<file path="src/rtl/pipe_sel_mux_if.sv">
// -----------------------------------------------------------------------------
// pipe_sel_mux_if
// Bundles the channel bus, the select/scan controls and both valid/ready
// handshakes of the pipelined selection mux.
//
// Signals:
//   in_data   packed channel words, channel k at [k*WIDTH +: WIDTH]
//   in_sel    channel select (used when scan_en=0)
//   in_valid  input beat valid
//   in_ready  mux can accept a beat this cycle
//   scan_en   1 = channel comes from the internal round-robin pointer
//   scan_clr  synchronous clear of the round-robin pointer
//   out_data  selected word (0 when out_err)
//   out_ch    channel index that produced out_data
//   out_err   selected index was >= NUM_CH
//   out_valid output beat valid
//   out_ready downstream accepts the beat
//
// Modports: master = producer/consumer side, slave = the mux itself.
// -----------------------------------------------------------------------------
interface pipe_sel_mux_if #(
   parameter int WIDTH  = 32,
   parameter int NUM_CH = 32,
   parameter int SEL_W  = 5
);
   logic [NUM_CH*WIDTH-1:0] in_data;
   logic [SEL_W-1:0]        in_sel;
   logic                    in_valid;
   logic                    in_ready;
   logic                    scan_en;
   logic                    scan_clr;
   logic [WIDTH-1:0]        out_data;
   logic [SEL_W-1:0]        out_ch;
   logic                    out_err;
   logic                    out_valid;
   logic                    out_ready;

   modport master (
      output in_data, in_sel, in_valid, scan_en, scan_clr, out_ready,
      input  in_ready, out_data, out_ch, out_err, out_valid
   );

   modport slave (
      input  in_data, in_sel, in_valid, scan_en, scan_clr, out_ready,
      output in_ready, out_data, out_ch, out_err, out_valid
   );
endinterface

</file>
<file path="src/rtl/pipe_sel_mux.sv">
// -----------------------------------------------------------------------------
// pipe_sel_mux
// Two-level pipelined N:1 word multiplexer with valid/ready handshake.
// Level 1 picks one word out of every GROUP-channel group using the low select
// bits; level 2 picks one group word using the high select bits. Each level is
// registered, giving 2-cycle latency and 1 beat/cycle throughput.
// An auto-scan mode takes the channel from an internal round-robin pointer,
// and selects >= NUM_CH are flagged with out_err and a zero data word.
//
// Ports:
//   clk  rising-edge clock
//   rst  asynchronous active-high reset
//   bus  pipe_sel_mux_if.slave (channel bus, controls, both handshakes)
//
// Parameters: WIDTH bits per word, NUM_CH channels (multiple of GROUP,
// at most 2**SEL_W), SEL_W select width, GROUP channels per first-level
// group (power of two, at least 2, fewer than 2**SEL_W).
// -----------------------------------------------------------------------------
module pipe_sel_mux #(
   parameter int WIDTH  = 32,
   parameter int NUM_CH = 32,
   parameter int SEL_W  = 5,
   parameter int GROUP  = 16
) (
   input logic           clk,
   input logic           rst,
   pipe_sel_mux_if.slave bus
);

   localparam int NGRP = NUM_CH / GROUP;
   localparam int LO_W = $clog2(GROUP);
   localparam int SW1  = SEL_W + 1;
   // one extra bit so NUM_CH == 2**SEL_W is representable
   localparam logic [SEL_W:0]   NUM_CH_X = SW1'(NUM_CH);
   localparam logic [SEL_W-1:0] LAST_CH  = SEL_W'(NUM_CH - 1);

   logic                    s1_adv;
   logic                    s2_adv;
   logic                    accept;
   logic [SEL_W-1:0]        scan_ptr;

   logic [SEL_W-1:0]        ch_p0;
   logic                    err_p0;
   logic [NGRP*WIDTH-1:0]   grp_p0;

   logic                    vld_p1;
   logic [SEL_W-1:0]        ch_p1;
   logic                    err_p1;
   logic [NGRP*WIDTH-1:0]   grp_p1;
   logic [WIDTH-1:0]        word_p1;

   logic                    vld_p2;
   logic [WIDTH-1:0]        data_p2;
   logic [SEL_W-1:0]        ch_p2;
   logic                    err_p2;

   // Stage 2 can take a new beat when it is empty or being drained; stage 1
   // when it is empty or moving into stage 2. in_ready depends on out_ready
   // and register state only, never on in_valid.
   assign s2_adv      = ~vld_p2 | bus.out_ready;
   assign s1_adv      = ~vld_p1 | s2_adv;
   assign bus.in_ready = s1_adv;
   assign accept      = bus.in_valid & s1_adv;

   // ---- stage 0: effective channel and first-level group selection ----
   assign ch_p0  = bus.scan_en ? scan_ptr : bus.in_sel;
   assign err_p0 = {1'b0, ch_p0} >= NUM_CH_X;

   // A right shift of the group slice by (low select * WIDTH) followed by a
   // truncating cast is a GROUP:1 word mux without variable-index selects.
   for (genvar g = 0; g < NGRP; g++) begin : g_grp
      assign grp_p0[g*WIDTH +: WIDTH] =
         WIDTH'(bus.in_data[g*GROUP*WIDTH +: GROUP*WIDTH] >> (WIDTH * int'(ch_p0[LO_W-1:0])));
   end

   always_ff @(posedge clk or posedge rst) begin
      if (rst) begin
         scan_ptr <= '0;
      end else if (bus.scan_clr) begin
         // clear wins; a beat accepted this cycle already used the old value
         scan_ptr <= '0;
      end else if (accept && bus.scan_en) begin
         scan_ptr <= (scan_ptr == LAST_CH) ? '0 : scan_ptr + SEL_W'(1);
      end
   end

   // ---- stage 1: registered group words, channel tag and range flag ----
   always_ff @(posedge clk or posedge rst) begin
      if (rst) begin
         vld_p1 <= 1'b0;
      end else if (s1_adv) begin
         vld_p1 <= accept;
      end
   end

   // payload needs no reset: it is only consumed while vld_p1 is set
   always_ff @(posedge clk) begin
      if (accept) begin
         grp_p1 <= grp_p0;
         ch_p1  <= ch_p0;
         err_p1 <= err_p0;
      end
   end

   // Group indices past the last group shift everything out to zero; err_p1
   // covers those cases anyway and also blanks in-range groups of bad selects.
   assign word_p1 = err_p1 ? '0 : WIDTH'(grp_p1 >> (WIDTH * int'(ch_p1[SEL_W-1:LO_W])));

   // ---- stage 2: output registers ----
   always_ff @(posedge clk or posedge rst) begin
      if (rst) begin
         vld_p2  <= 1'b0;
         data_p2 <= '0;
         ch_p2   <= '0;
         err_p2  <= 1'b0;
      end else if (s2_adv) begin
         vld_p2 <= vld_p1;
         // a bubble clears valid but leaves the last payload visible
         if (vld_p1) begin
            data_p2 <= word_p1;
            ch_p2   <= ch_p1;
            err_p2  <= err_p1;
         end
      end
   end

   assign bus.out_valid = vld_p2;
   assign bus.out_data  = data_p2;
   assign bus.out_ch    = ch_p2;
   assign bus.out_err   = err_p2;

endmodule

</file>
<file path="src/flat_wrapper.sv">
// flat-port wrapper written by rule: the top's interface ports become plain ports
module pipe_sel_mux_flat 
#(
   parameter int WIDTH  = 32,
   parameter int NUM_CH = 32,
   parameter int SEL_W  = 5,
   parameter int GROUP  = 16
)
  (clk, rst, bus_in_data, bus_in_sel, bus_in_valid, bus_scan_en, bus_scan_clr, bus_out_ready, bus_in_ready, bus_out_data, bus_out_ch, bus_out_err, bus_out_valid);
  pipe_sel_mux_if #(.WIDTH(WIDTH), .NUM_CH(NUM_CH), .SEL_W(SEL_W)) bus_i ();
  input logic clk;
  input logic rst;
  input wire logic [$bits(bus_i.in_data)-1:0] bus_in_data;
  input wire logic [$bits(bus_i.in_sel)-1:0] bus_in_sel;
  input wire logic [$bits(bus_i.in_valid)-1:0] bus_in_valid;
  input wire logic [$bits(bus_i.scan_en)-1:0] bus_scan_en;
  input wire logic [$bits(bus_i.scan_clr)-1:0] bus_scan_clr;
  input wire logic [$bits(bus_i.out_ready)-1:0] bus_out_ready;
  output wire logic [$bits(bus_i.in_ready)-1:0] bus_in_ready;
  output wire logic [$bits(bus_i.out_data)-1:0] bus_out_data;
  output wire logic [$bits(bus_i.out_ch)-1:0] bus_out_ch;
  output wire logic [$bits(bus_i.out_err)-1:0] bus_out_err;
  output wire logic [$bits(bus_i.out_valid)-1:0] bus_out_valid;
  assign bus_i.in_data = bus_in_data;
  assign bus_i.in_sel = bus_in_sel;
  assign bus_i.in_valid = bus_in_valid;
  assign bus_i.scan_en = bus_scan_en;
  assign bus_i.scan_clr = bus_scan_clr;
  assign bus_i.out_ready = bus_out_ready;
  assign bus_in_ready = bus_i.in_ready;
  assign bus_out_data = bus_i.out_data;
  assign bus_out_ch = bus_i.out_ch;
  assign bus_out_err = bus_i.out_err;
  assign bus_out_valid = bus_i.out_valid;
  pipe_sel_mux #(.WIDTH(WIDTH), .NUM_CH(NUM_CH), .SEL_W(SEL_W), .GROUP(GROUP)) u_core (.clk(clk), .rst(rst), .bus(bus_i));
endmodule
</file>
<file path="config.mk">
export PLATFORM = sky130hd
export DESIGN_NAME = pipe_sel_mux_flat
export DESIGN_NICKNAME = d
export VERILOG_FILES = /design/src/rtl/pipe_sel_mux_if.sv /design/src/rtl/pipe_sel_mux.sv /design/src/flat_wrapper.sv
export SDC_FILE = /design/constraint.sdc
export NUM_CORES = 1
export LEC_CHECK = 0
export ABC_CLOCK_PERIOD_IN_PS = 2430
export CORE_AREA = 2 2 419 421
export DETAILED_ROUTE_END_ITERATION = 8
export DIE_AREA = 0 0 421 423
export PLACE_DENSITY = 0.31
export SLEW_MARGIN = 10
export SYNTH_ARGS = -nofsm -noshare
export SYNTH_HDL_FRONTEND = slang
export SYNTH_SLANG_ARGS = --single-unit
export TNS_END_PERCENT = 10
</file>
<file path="constraint.sdc">
create_clock -name clk -period 2.43 [get_ports clk]
set_input_delay 0.6075 -clock clk [delete_from_list [all_inputs] [get_ports clk]]
set_output_delay 0.6075 -clock clk [all_outputs]
set_load 0.02 [all_outputs]
</file>
# Word-level counts from Yosys, hierarchy flattened
# Index checks and enable logic that the tools add are counted.
dict set report word_totals {
  memories 0
  in_bits 1035
  mem_bits_rw 0
  register_bits 113
  wordCells 24
  romBits 0
  latchBits 0
}
dict set report op_classes {
  n_lt_le_gt_ge 0
  n_reduce_logical 3
  n_bitwise 5
  addsub 1
  div 0
  mul 0
  eq_ne 1
  shifts 3
  n_mux 4
}
# op count
set ops {}
lappend ops {{$shr A512 B9 Y32} 2}
lappend ops {{$shr A64 B6 Y32} 1}
lappend ops {{$mux W5} 4}
lappend ops {{$add A5 B1 Y5 const B} 1}
lappend ops {{$eq A5 B5 Y1 const B} 1}
lappend ops {{$not A1 Y1} 2}
lappend ops {{$or A1 B1 Y1} 2}
lappend ops {{$reduce_and A2 Y1} 1}
lappend ops {{$reduce_bool A2 Y1} 1}
lappend ops {{$and A1 B1 Y1} 1}
lappend ops {{$logic_and A1 B1 Y1} 1}

# Logic depth before layout (Yosys ltp)
# Gate-level depths: netlist of run 1.
dict set report depth {
  ltp_word 7
  depth_mapped 7
  mapped_depth_nobuf 6
}

# Worst setup path before layout of run 1
# OpenSTA, ideal clock, no wires.
dict set report synth_timing {
  path_kind {input port to flip-flop}
  start {input bus_out_ready}
  end {register u_core.ch_p1[0], enable pin}
  path_slack_ps -552
  path_stages 2
  arrival_ps 2548
  n_path_buf 0
  path_cell_list {nand3b_1 > and2_1}
}
dict set report synth_between {
  elab_chain_cells 3
}
# item line
set synth_rtl {}
lappend synth_rtl {{from (decl)} flat_wrapper.sv:18} ;# input wire logic [$bits(bus_i.out_ready)-1:0] bus_out_ready;
lappend synth_rtl {{$or A1 B1 Y1} pipe_sel_mux.sv:60} ;# assign s2_adv = ~vld_p2 | bus.out_ready;
lappend synth_rtl {{$or A1 B1 Y1} pipe_sel_mux.sv:61} ;# assign s1_adv = ~vld_p1 | s2_adv;
lappend synth_rtl {{$and A1 B1 Y1} pipe_sel_mux.sv:63} ;# assign accept = bus.in_valid & s1_adv;
lappend synth_rtl {{named net u_core.accept} pipe_sel_mux.sv:39} ;# logic accept;
lappend synth_rtl {{to (signal assigned)} pipe_sel_mux.sv:100} ;# ch_p1 <= ch_p0;
lappend synth_rtl {{to (decl)} pipe_sel_mux.sv:47} ;# logic [SEL_W-1:0] ch_p1;
# The timed path passes the listed nets, and every way through them passes these cells.
# A chain may end at the register's enable or synchronous reset.

# Worst setup path after layout of run 1
dict set report layout_timing {
  start {input bus_in_sel[0]}
  end {register u_core.grp_p1[7] (data pin)}
}
dict set report layout_between {
  elab_chain_cells 2
}
# item line
set layout_rtl {}
lappend layout_rtl {{from (decl)} flat_wrapper.sv:14} ;# input wire logic [$bits(bus_i.in_sel)-1:0] bus_in_sel;
lappend layout_rtl {{$mux W5} pipe_sel_mux.sv:66} ;# assign ch_p0 = bus.scan_en ? scan_ptr : bus.in_sel;
lappend layout_rtl {{$shr A512 B9 Y32} pipe_sel_mux.sv:73} ;# WIDTH'(bus.in_data[g*GROUP*WIDTH +: GROUP*WIDTH] >> (WIDTH * int'(ch_p0[LO_W-1:0])));
lappend layout_rtl {{named net u_core.grp_p0[7]} pipe_sel_mux.sv:44} ;# logic [NGRP*WIDTH-1:0] grp_p0;
lappend layout_rtl {{to (signal assigned)} pipe_sel_mux.sv:99} ;# grp_p1 <= grp_p0;
lappend layout_rtl {{to (decl)} pipe_sel_mux.sv:49} ;# logic [NGRP*WIDTH-1:0] grp_p1;
# The timed path passes the listed nets, and every way through them passes these cells.

==> summary.txt, run 1 <==
STA
  • Maximum clock frequency: roughly 0.38 GHz
  • Largest clock skew in the final design: 0.0216 ns
  • Worst slew margin relative to its limit: 60.4%
  • Setup_tns: -6.43 ns
  • Ratio of final minimum period to clock period: 109%
  • RSZ-0062 raised after global routing: true
  • Final-report hold violation count: 0
  • Max-slew violation count: 0
  • Final worst setup slack: -0.223 ns
  • Slew at the pin closest to its max-slew limit: 0.594 ns
  • Post-route minimum period: about 2.7 ns
  • # setup viols final: 62

Global routing
  • First-pass GRT wire length: 175000 µm
  • GR Overflow Total: 0
  • Total global routing track utilization: between 10% and 20%
  • Antenna violations before repair: 55
  • Vias in the first global route: 16900
  • Largest net degree at the start of global routing: 45

Floorplanning
  • Overall die width: 421 µm
  • Die outline area: 178000 µm²
  • I/O pin count: ~1100
  • Area of the core region: 173000 µm²
  • Starting density of the core: roughly 7.0%
  • Row count: between 150 and 200
  • Vertical die dimension: 423 µm

Worst hold path
  • Path category of the worst min-delay check: in -> async

Logic synthesis
  • Total number of yosys warnings: 0
  • Flop and latch count out of synthesis: 113
  • Syn Std Cell Area: ~12000 µm²
  • Sequential fraction of the synthesis area: a little over a quarter
  • Post-synthesis instance total: 1215
  • Nets in the synthesized netlist: around 2300
  • Top area cells in the synthesized netlist: mux2i_1 (45%), edfxtp_1 (17%), o22ai_1 (13%)
  • Unique cell type count in the Yosys netlist: 35
  • Post-synth top area share: between 40% and 50%
  • Mapped Avg Cell Area: 9.95 µm²
  • Cell taking the most area after synthesis: mux2i_1

Pwr
  • Max rail drop VDD: 0.000549 V
  • Leakage power figure: 0.0108 µW
  • Pwr per Cell Area: 378 nW/µm²
  • Power Total: 11200 µW

Clocking
  • CTS clk-pin slew, worst paths: 0.07 ns
  • Clk sink count: approximately 110
  • Clock root buffer: clkbuf_16
  • Total of hold buffers inserted after clock tree synthesis: 0
  • Level count of the clock H-tree: 4
  • CTS tree: done
  • Clock insertion delay at the later pin of the skew report: 0.52 ns
  • CTS max path bufs: 2
  • Cts bufs inserted: 17

Setup path
  • Data arrival time of the worst path: 2.87 ns
  • Highest net fanout along the worst path: 30
  • Number of buffer and inverter stages on the critical path: 3
  • Setup crit start kind: primary input
  • Worst endpoint required time: between 2 and 3 ns
  • Slowest cell delay on critical path: 0.52 ns
  • CP max-delay cell: or4_1
  • Crit-path cells: clkdlybuf4s18_2, mux2_8, buf_16, buf_12, mux2i_2, o22ai_1, or4_1
  • Worst Setup End Kind: register
  • Path type of the worst setup path: in -> reg
  • Largest delay contributor family on the critical path: buffers and inverters

Place
  • Number of buffers added on ports: 1073
  • Placer Congestion: 0.853
  • Placed wire-length estimate: 121000 µm
  • Cell Count Post-Placement: about 4700

Routing
  • Via count: about 16000
  • Antenna Nets Post-Route: 0
  • Wire length per cell: a little under 30 µm
  • Remaining design rule violation count: 0
  • DRT iter0 DRCs: 833
  • Routed via count divided by cell count: approximately 3.3
  • Total detailed-routing wirelength: 140000 µm
  • Total iterations of the first detailed-routing run: 4

Finish
  • Layout cells sized above 1: 18.9%
  • Final instance count without filler cells: slightly below 5000
  • Growth of design area from synthesis to finish: 145%
  • Post-layout net count: ~3500
  • Final core utilization: 17.1%

Job
  • Reported max-cap violation count: 0

Status
  • Failing checks: setup timing
  • Run status: finished with violations
## final cells by class
cell class / instances / area [µm²]
Multi-Input combinational cell: 982 / 9270
Tap cell: 2325 / 2910
Inverter: 2 / 7.51
Antenna cell: 11 / 27.5
Sequential cell: 113 / 3170
Clock buffer: 24 / 514
Fill cell: 19400 / 144000
Timing Repair Buffer: 1340 / 13700
Clock inverter: 8 / 67.6
## per-layer routing
layer / global-route usage (%) / part of all wire (%) / up-vias
met3: 4.12 / 5.8 / 102
met2: 27.1 / 52 / 506
li1: - / - / 7428
met4: 2.76 / 1.1 / 50
met5: 0 / 0.23 / -
met1: 18.0 / 41 / 7592
## worst min-delay path, stage by stage
cell             delay [ns]
clkdlybuf4s50_1        0.42
inv_2                  0.07
buf_12                 0.26
## through the flow
| step | hold WS [ns] | setup WS [ns] | cell area, µm² |
|---|---|---|---|
| after floorplan | 0.455 | 0.109 | 12100 |
| after global placement | 0.461 | -1.36 | 27500 |
| after detailed placement | 0.470 | -1.31 | 27500 |
| after CTS | 0.423 | -0.209 | 29400 |
| after global routing | 0.457 | -0.257 | 29700 |
| final | 0.461 | -0.223 | 29700 |
## cells in the final DEF (no fill, tap or decap), types with 2 or more instances in the layout
| cell type | count |
|---|---|
| mux2i_1 | 478 |
| o22ai_4 | 5 |
| mux2i_2 | 41 |
| mux2i_4 | 28 |
| dfrtp_1 | 43 |
| buf_8 | 6 |
| o22ai_2 | 45 |
| and3b_1 | 2 |
| clkbuf_8 | 2 |
| o21ai_0 | 34 |
| nand3_1 | 2 |
| clkinv_4 | 5 |
| or4_1 | 42 |
| nor3b_1 | 2 |
| clkbuf_16 | 19 |
| nand2b_1 | 3 |
| and3_1 | 2 |
| dlymetal6s2s_1 | 2 |
| clkbuf_1 | 3 |
| ha_1 | 2 |
| diode_2 | 11 |
| dlygate4sd2_1 | 2 |
| buf_12 | 51 |
| o21ai_4 | 8 |
| clkdlybuf4s50_1 | 1066 |
| edfxtp_1 | 69 |
| mux2_2 | 8 |
| nand2_1 | 33 |
| inv_6 | 2 |
| buf_16 | 9 |
| inv_2 | 2 |
| nor2_1 | 3 |
| a21oi_1 | 3 |
| buf_6 | 30 |
| buf_4 | 172 |
| o22ai_1 | 206 |
| or4_4 | 23 |
## power by group
group	switching, µW	total (µW)	internal (µW)
logic	2440	5710	3270
clock network	1320	2810	1490
registers	341	2700	2360
total	4100	11200	7130
## flip-flops by register name, indices dropped and copies added (netlist names)
signal	count
u_core.bus.out_valid	1
u_core.vld_p1	1
u_core.bus.out_data	32
u_core.bus.out_ch	5
u_core.grp_p1	64
u_core.scan_ptr	5
u_core.ch_p1	5
## cells in the mapped netlist
cell type,number
clkbuf_2,1
a31oi_1,1
inv_1,1
o22ai_1,256
nand2_1,34
o21ai_0,34
mux2_2,8
or4b_2,1
nand2b_1,3
mux2_4,1
nor2_1,3
buf_4,15
clkbuf_1,39
and3b_4,1
and2_1,1
nand3b_1,1
buf_2,45
mux2i_4,1
ha_1,2
or4_1,65
and3_1,2
and3b_1,2
nor3b_1,3
inv_2,1
nand3_1,2
buf_1,4
or3_1,1
mux2i_1,546
nor3_1,1
edfxtp_1,69
buf_6,15
dfrtp_1,44
conb_1,1
o21ai_2,8
a21oi_1,3
## what timing repair did
item | 4_1_cts | 5_1_grt
setup endpoints to repair | 64 | 65
resized for setup | 199 | 49
buffers inserted | 29 | 4
gates cloned | 5 | 0
pin swaps | 28 | 18
## final timing paths
| path | start | end | slack, ns | cells past startpoint |
|---|---|---|---|---|
| setup / recovery | bus_in_sel[0] | u_core.grp_p1[7] | -0.22 | 7 |
| hold / removal | rst | u_core.bus.out_data[23] | 0.46 | 3 |
| setup reg to reg | u_core.scan_ptr[0] | u_core.grp_p1[7] | -0.19 | 6 |
| hold reg to reg | u_core.bus.out_data[26] | u_core.bus.out_data[26] | 0.48 | 2 |
| max in group asynchronous | rst | u_core.bus.out_data[22] | 1.68 | 3 |
| min in group clk | u_core.bus.out_data[26] | u_core.bus.out_data[26] | 0.48 | 2 |
## logic make-up after synthesis
kind of cell	share of synthesized area [%]
flip-flops	26.2
multiplexers	46.2
AO/OA/AOI/OAI	15.4
AND/OR/NAND/NOR	6.25
other	0.0310
adder cells (fa/ha/maj)	0.207
buffers and inverters	5.63
Power figures use the tool's default switching activity.
==> run 2: changes to the inputs <==
Settings changed: REMOVE_ABC_BUFFERS set to 1.
==> run 2 against run 1 <==
  * Via count is 0.67% higher
  * First-iteration DRC count decreased by 11%
  * The run still ends with setup timing left
  * Worst hold slack worse by 0.014 ns
  * Die area unchanged
  * Flip-flop and latch count is the same
  * Total power fell by 2.0%
  * Largest cell class unchanged
==> summary.txt, run 2 (synthesis gave the netlist of run 1 again) <==
Global routing
  • Total global routing track utilization: between 10 and 15%
  • Largest net degree at the start of global routing: 40
  • GR Overflow Total: 0
  • Antenna violations before repair: 54
  • Most used routing layer in global routing: met2
  • First-pass GRT wire length: 163000 µm
  • GR met2 Demand/Resource: 23.9%
  • Vias in the first global route: 16700
  • Met3 usage: 3.72%
  • Met1 Resource Use GR: between 15 and 20%

Routing
  • Antenna Nets Post-Route: 0
  • Routed via count divided by cell count: 3.29
  • Wire length per cell: 26.8 µm
  • Remaining design rule violation count: 0
  • Total iterations of the first detailed-routing run: 5
  • Total detailed-routing wirelength: 129000 µm
  • Via count: 15800
  • DRT iter0 DRCs: approximately 750

Status
  • Failing checks: setup timing
  • Run status: finished with violations

Finish
  • Largest register by flop count: u_core.grp_p1
  • Register area: between 3000 and 4000 µm²
  • Layout cells sized above 1: 18.0%
  • Most common cell after layout, fill and taps aside: clkdlybuf4s50_1
  • Post-layout net count: 3484
  • Final core utilization: 17.1%
  • Number of flip-flops in the largest register: 64
  • Filler cells: 19400
  • Growth of design area from synthesis to finish: 145%
  • Area occupied by multi-input gates: about 9100 µm²
  • Commonest non-fill, non-tap cells in the layout: clkdlybuf4s50_1 (1062), mux2i_1 (467), o22ai_1 (226)

Setup path
  • Worst Setup End Kind: register
  • Reg-to-Reg End: u_core.grp_p1[11]
  • Worst Reg-to-Reg Cells: 7
  • Highest net fanout along the worst path: 18
  • FF-to-FF setup slack: -0.12 ns
  • Data arrival time of the worst path: 2.82 ns
  • Worst endpoint required time: 2.68 ns
  • Worst reg2reg startpoint: u_core.scan_ptr[0]
  • Path type of the worst setup path: in -> reg
  • Setup crit start kind: primary input

Clocking
  • Clock root buffer: clkbuf_16
  • CTS max path bufs: 2
  • CTS tree: done
  • Total of hold buffers inserted after clock tree synthesis: 0
  • Level count of the clock H-tree: 4
  • Cts bufs inserted: 17
  • Clk sink count: 113
  • CTS clk-pin slew, worst paths: around 0.07 ns
  • Clock insertion delay at the later pin of the skew report: 0.54 ns

Place
  • Number of buffers added on ports: 1073
  • Placer Congestion: 0.862
  • Placed wire-length estimate: 107000 µm
  • Setup slack at placement: -1.20 ns

STA
  • Post-route minimum period: 2.57 ns
  • # setup viols final: 44
  • Maximum clock frequency: 0.389 GHz
  • Final worst setup slack: -0.139 ns
  • Final-report hold violation count: 0
  • Worst slew margin relative to its limit: 56.8%
  • Minimum hold slack: roughly 0.45 ns
  • RSZ-0062 raised after global routing: true
  • Largest clock skew in the final design: 0.0286 ns
  • Max-slew violation count: 0
  • Slew at the pin closest to its max-slew limit: 0.646 ns
  • Ratio of final minimum period to clock period: 106%

Floorplanning
  • Area of the core region: between 150000 and 200000 µm²
  • Overall die width: ~420 µm
  • I/O pin count: 1075
  • Vertical die dimension: 423 µm
  • Starting density of the core: under 10%
  • Row count: roughly 150
  • Die outline area: 178000 µm²

Pwr
  • Pwr per Cell Area: between 300 and 400 nW/µm²
  • Max rail drop VDD: 0.000583 V
  • Leakage power figure: ~0.011 µW

Worst hold path
  • Path category of the worst min-delay check: in -> async

Job
  • Reported max-cap violation count: 0
==> run 2: worst max-delay path by stage <==
stage | slack [ns] | to | startpoint | depth (start not counted)
3_5_place_dp | -1.20 | u_core.grp_p1[56] | bus_scan_en | 7
5_1_grt | -0.15 | u_core.grp_p1[5] | u_core.scan_ptr[0] | 7
4_1_cts | -0.14 | u_core.grp_p1[21] | u_core.scan_ptr[0] | 8
2_1_floorplan | -4.56 | u_core.grp_p1[31] | bus_scan_en | 4
6_report | -0.14 | u_core.grp_p1[11] | bus_scan_en | 8
3_3_place_gp | -1.18 | u_core.grp_p1[56] | bus_scan_en | 7
==> run 2: area by class of cell <==
cell class | count | share of cell area (%)
clock inverter | 15 | 0.586
antenna | 18 | 0.152
inverter | 2 | 0.0337
timing repair buffer | 1332 | 46.5
multi-input combinational | 981 | 30.8
clock buffer | 17 | 1.43
tap | 2325 | 9.81
sequential | 113 | 10.7
==> run 2: worst max-delay path, cell delays in order <==
cell             delay (ns)
clkdlybuf4s15_1        0.25
mux2_8                 0.43
buf_16                 0.18
buf_16                 0.25
buf_12                 0.13
mux2i_1                0.15
o22ai_1                0.16
or4_1                  0.52
==> run 2: metal layers <==
layer | routed length, µm | up-vias | share of wire [%]
li1 | - | 7426 | -
met5 | 168 | - | 0.13
met2 | 64300 | 602 | 50
met1 | 54400 | 7617 | 42
met3 | 7670 | 110 | 6.0
met4 | 2050 | 28 | 1.6
==> run 2: metrics by stage <==
step	power [µW]	instances	area, µm²	TNS [ns]
CTS	11200	4767	29100	-3.58
finish	11000	4803	29700	-2.89
global route	11600	4798	29700	-4.41
global placement	7710	4702	27200	-57.25
detailed placement	7700	4702	27200	-59.49
floorplan	4540	1096	11400	-333.84
==> run 2: where the power goes <==
group,internal [µW],switching (µW)
clock network,1540,1310
registers,2350,155
logic,3230,2420
total,7120,3890
==> run 2: timing repair <==
action / in CTS / in global routing
setup endpoints to repair: 66 / 64
gates cloned: 12 / 2
pin swaps: 16 / 15
buffers inserted: 22 / 17
resized for setup: 144 / 78
==> patch: new RTL, flow settings as in run 2 <==
Make the reset (`rst`) synchronous in 3 clocked blocks. Comments in the files are not updated.
--- a/src/rtl/pipe_sel_mux.sv
+++ b/src/rtl/pipe_sel_mux.sv
@@ -75,3 +75,3 @@
 
-   always_ff @(posedge clk or posedge rst) begin
+   always_ff @(posedge clk) begin
       if (rst) begin
@@ -87,3 +87,3 @@
    // ---- stage 1: registered group words, channel tag and range flag ----
-   always_ff @(posedge clk or posedge rst) begin
+   always_ff @(posedge clk) begin
       if (rst) begin
@@ -109,3 +109,3 @@
    // ---- stage 2: output registers ----
-   always_ff @(posedge clk or posedge rst) begin
+   always_ff @(posedge clk) begin
       if (rst) begin
Check against the original RTL: differs if rst is asserted again (counterexample within 4 cycles, from zero or initial values and one cycle with rst high); with rst held inactive, the same outputs for 4 cycles.
==> patch against run 2 <==
- the flow still finishes with violations (setup timing)
- clock skew shrank 0.0073 ns
- critical path type unchanged
- worst hold slack gained 0.011 ns
- via count grew 0.79%
- global-route usage grew 0.79 points
- routed wire length grew 4.8%
- synthesized area shrank 0.81%
- final area grew 0.94%
- power shrank 8.4%
- combinational power shrank 12%
- core utilization grew 0.16 points
- setup slack gained 0.041 ns
- sequential cell count is the same
==> patch: results (changes against run 2) <==
stage,metric,value,unit,change
run_status,status,"complete, but fails checks",,
run_status,violations,setup timing,,
sta,fin_ws,-0.0980,ns,+0.0413 ns
setup_path,worst-path-max-fanout,11,,-7
synthesis,synthArstFlopShare,0,,-0.389
sta,skew,0.0213,ns,-0.00726 ns
pwr,pwr-share-clk,0.275,,+0.016
setup_path,critPathLaunch,bus_scan_en,,
setup_path,crit_family,buffers and inverters,,
global_routing,grt_use_total,0.146,,+0.00793
worst_hold_path,min_path_type,reg -> reg,,
placement,dp_hpwl,110,mm,+3.3%
sta,relSlewSlack,0.567,,-0.00131
clock_tree,path_clk_slew,0.06,ns,
placement,gp_congestion,0.875,,+1.5%
placement,port_buffers,1073,,unchanged
synthesis,synthTopCellsByArea,"mux2i_1, edfxtp_1, o22ai_1",,
clock_tree,cts_max_path_buffers,2,,unchanged
route,totalWireLength,135,mm,+4.8%
clock_tree,cts_inserted_buffers,17,,unchanged
synthesis,synthCells,1233,,+1.5%
cells_and_area,final_net_count,3493,,+0.26%
sta,fin_tns_setup,-0.831,ns,+2.06 ns
setup_path,crit_arrival,2.78,ns,-0.04 ns
placement,placed_cell_area,0.0274,mm^2,+0.60%
route,drtPass1Iterations,7,,+2
pwr,p_switching,3.40,mW,-13%
global_routing,first_global_vias,17335,,+3.7%
synthesis,yosys_warnings,0,,unchanged
cells_and_area,largest_reg_flops,64,,unchanged
route,wl_met3,8.21,mm,+7.0%
synthesis,synth.top_cells.by_count,"mux2i_1, o22ai_1, edfxtp_1",,
route,drt_iter0_drc,730,,-2.0%
sta,setup_viol,32,,-27%
setup_path,r2r_start,u_core.scan_ptr[0]$_SDFFE_PP0P_,,
placement,dp.cells,4716,,+0.30%
pwr,cellInternalPower,6.69,mW,-6.1%
pwr,leakagePower,10.7,nW,-1.5%
route,topRoutingLayerUsed,met5,,
pwr,pwr-share-comb,0.492,,-0.021
route,wl_met1,56.7,mm,+4.2%
cells_and_area,layout-drive-gt1-share,0.176,,-0.00390
cells_and_area,finalNonFillerCells,4805,,+0.042%
synthesis,synth_cell_types,36,,+2.9%
global_routing,grt_pass1_wl,171,mm,+5.2%
synthesis,synth_enable_flop_cells,69,,unchanged
global_routing,antenna_found_initial,64,,+19%
global_routing,grt_max_degree,49,,+23%
cells_and_area,fillers,19321,,-0.26%
setup_path,crit_path_top_delay_cell,or4_4,,
synthesis,ys_seq_area_frac,0.246,,-0.0162
pwr,max-vdd-ir-drop,0.000476,V,-18%
route,routed_via_density,3.31,,+0.74%
route,met2_wirelength,67.4,mm,+4.8%
[patch: area by class of cell]
type	count	area, um^2	area share
inverter	3	13.8	0.000460
clock inverter	9	68.8	0.00230
sequential	113	2960	0.0987
timing repair buffer	1329	14200	0.474
antenna	11	27.5	0.000919
multi-input combinational	992	9270	0.310
tap	2325	2910	0.0972
clock buffer	23	500	0.0167
[patch: worst paths after layout]
path,endpoint,slack [ns],cells after the start
max,u_core.grp_p1[62]$_DFFE_PP_,-0.1,9
min,u_core.bus.out_ch[4]$_SDFFE_PP0P_,0.46,2
max reg2reg,u_core.grp_p1[62]$_DFFE_PP_,-0.04,8
min reg2reg,u_core.bus.out_ch[4]$_SDFFE_PP0P_,0.46,2
[patch: through the flow]
stage                     worst slack [ns]  hold WS (ns)
after floorplan                      -4.56         0.442
after global placement               -1.25         0.446
after detailed placement             -1.27         0.449
after CTS                          -0.0481         0.457
after global routing               -0.0711         0.488
final                              -0.0980         0.458
[patch: logic make-up (layout without fill, tap and decap cells)]
logic type	after synthesis	count (layout)	share of synthesized area
and+or+nand+nor	129	129	0.0658
AOI/OAI and AO/OA	309	309	0.166
buffers and inverters	128	1364	0.0586
adders and majority gates	2	2	0.00209
DFF	113	113	0.246
muxes	551	551	0.462
other	1	12	0.000313
[patch: timing repair]
| action | 4_1_cts | 5_1_grt |
|---|---|---|
| cloned | 15 | 1 |
| pin swaps | 16 | 14 |
| endpoints found under the setup margin | 66 | 49 |
| setup buffers | 31 | 0 |
| gates resized for setup | 154 | 72 |
[patch: layer usage]
| layer | global-route usage | vias up |
|---|---|---|
| met5 | 0 | - |
| met2 | 0.254 | 655 |
| met4 | 0.0304 | 22 |
| met1 | 0.178 | 7635 |
| met3 | 0.0403 | 119 |
| li1 | - | 7476 |
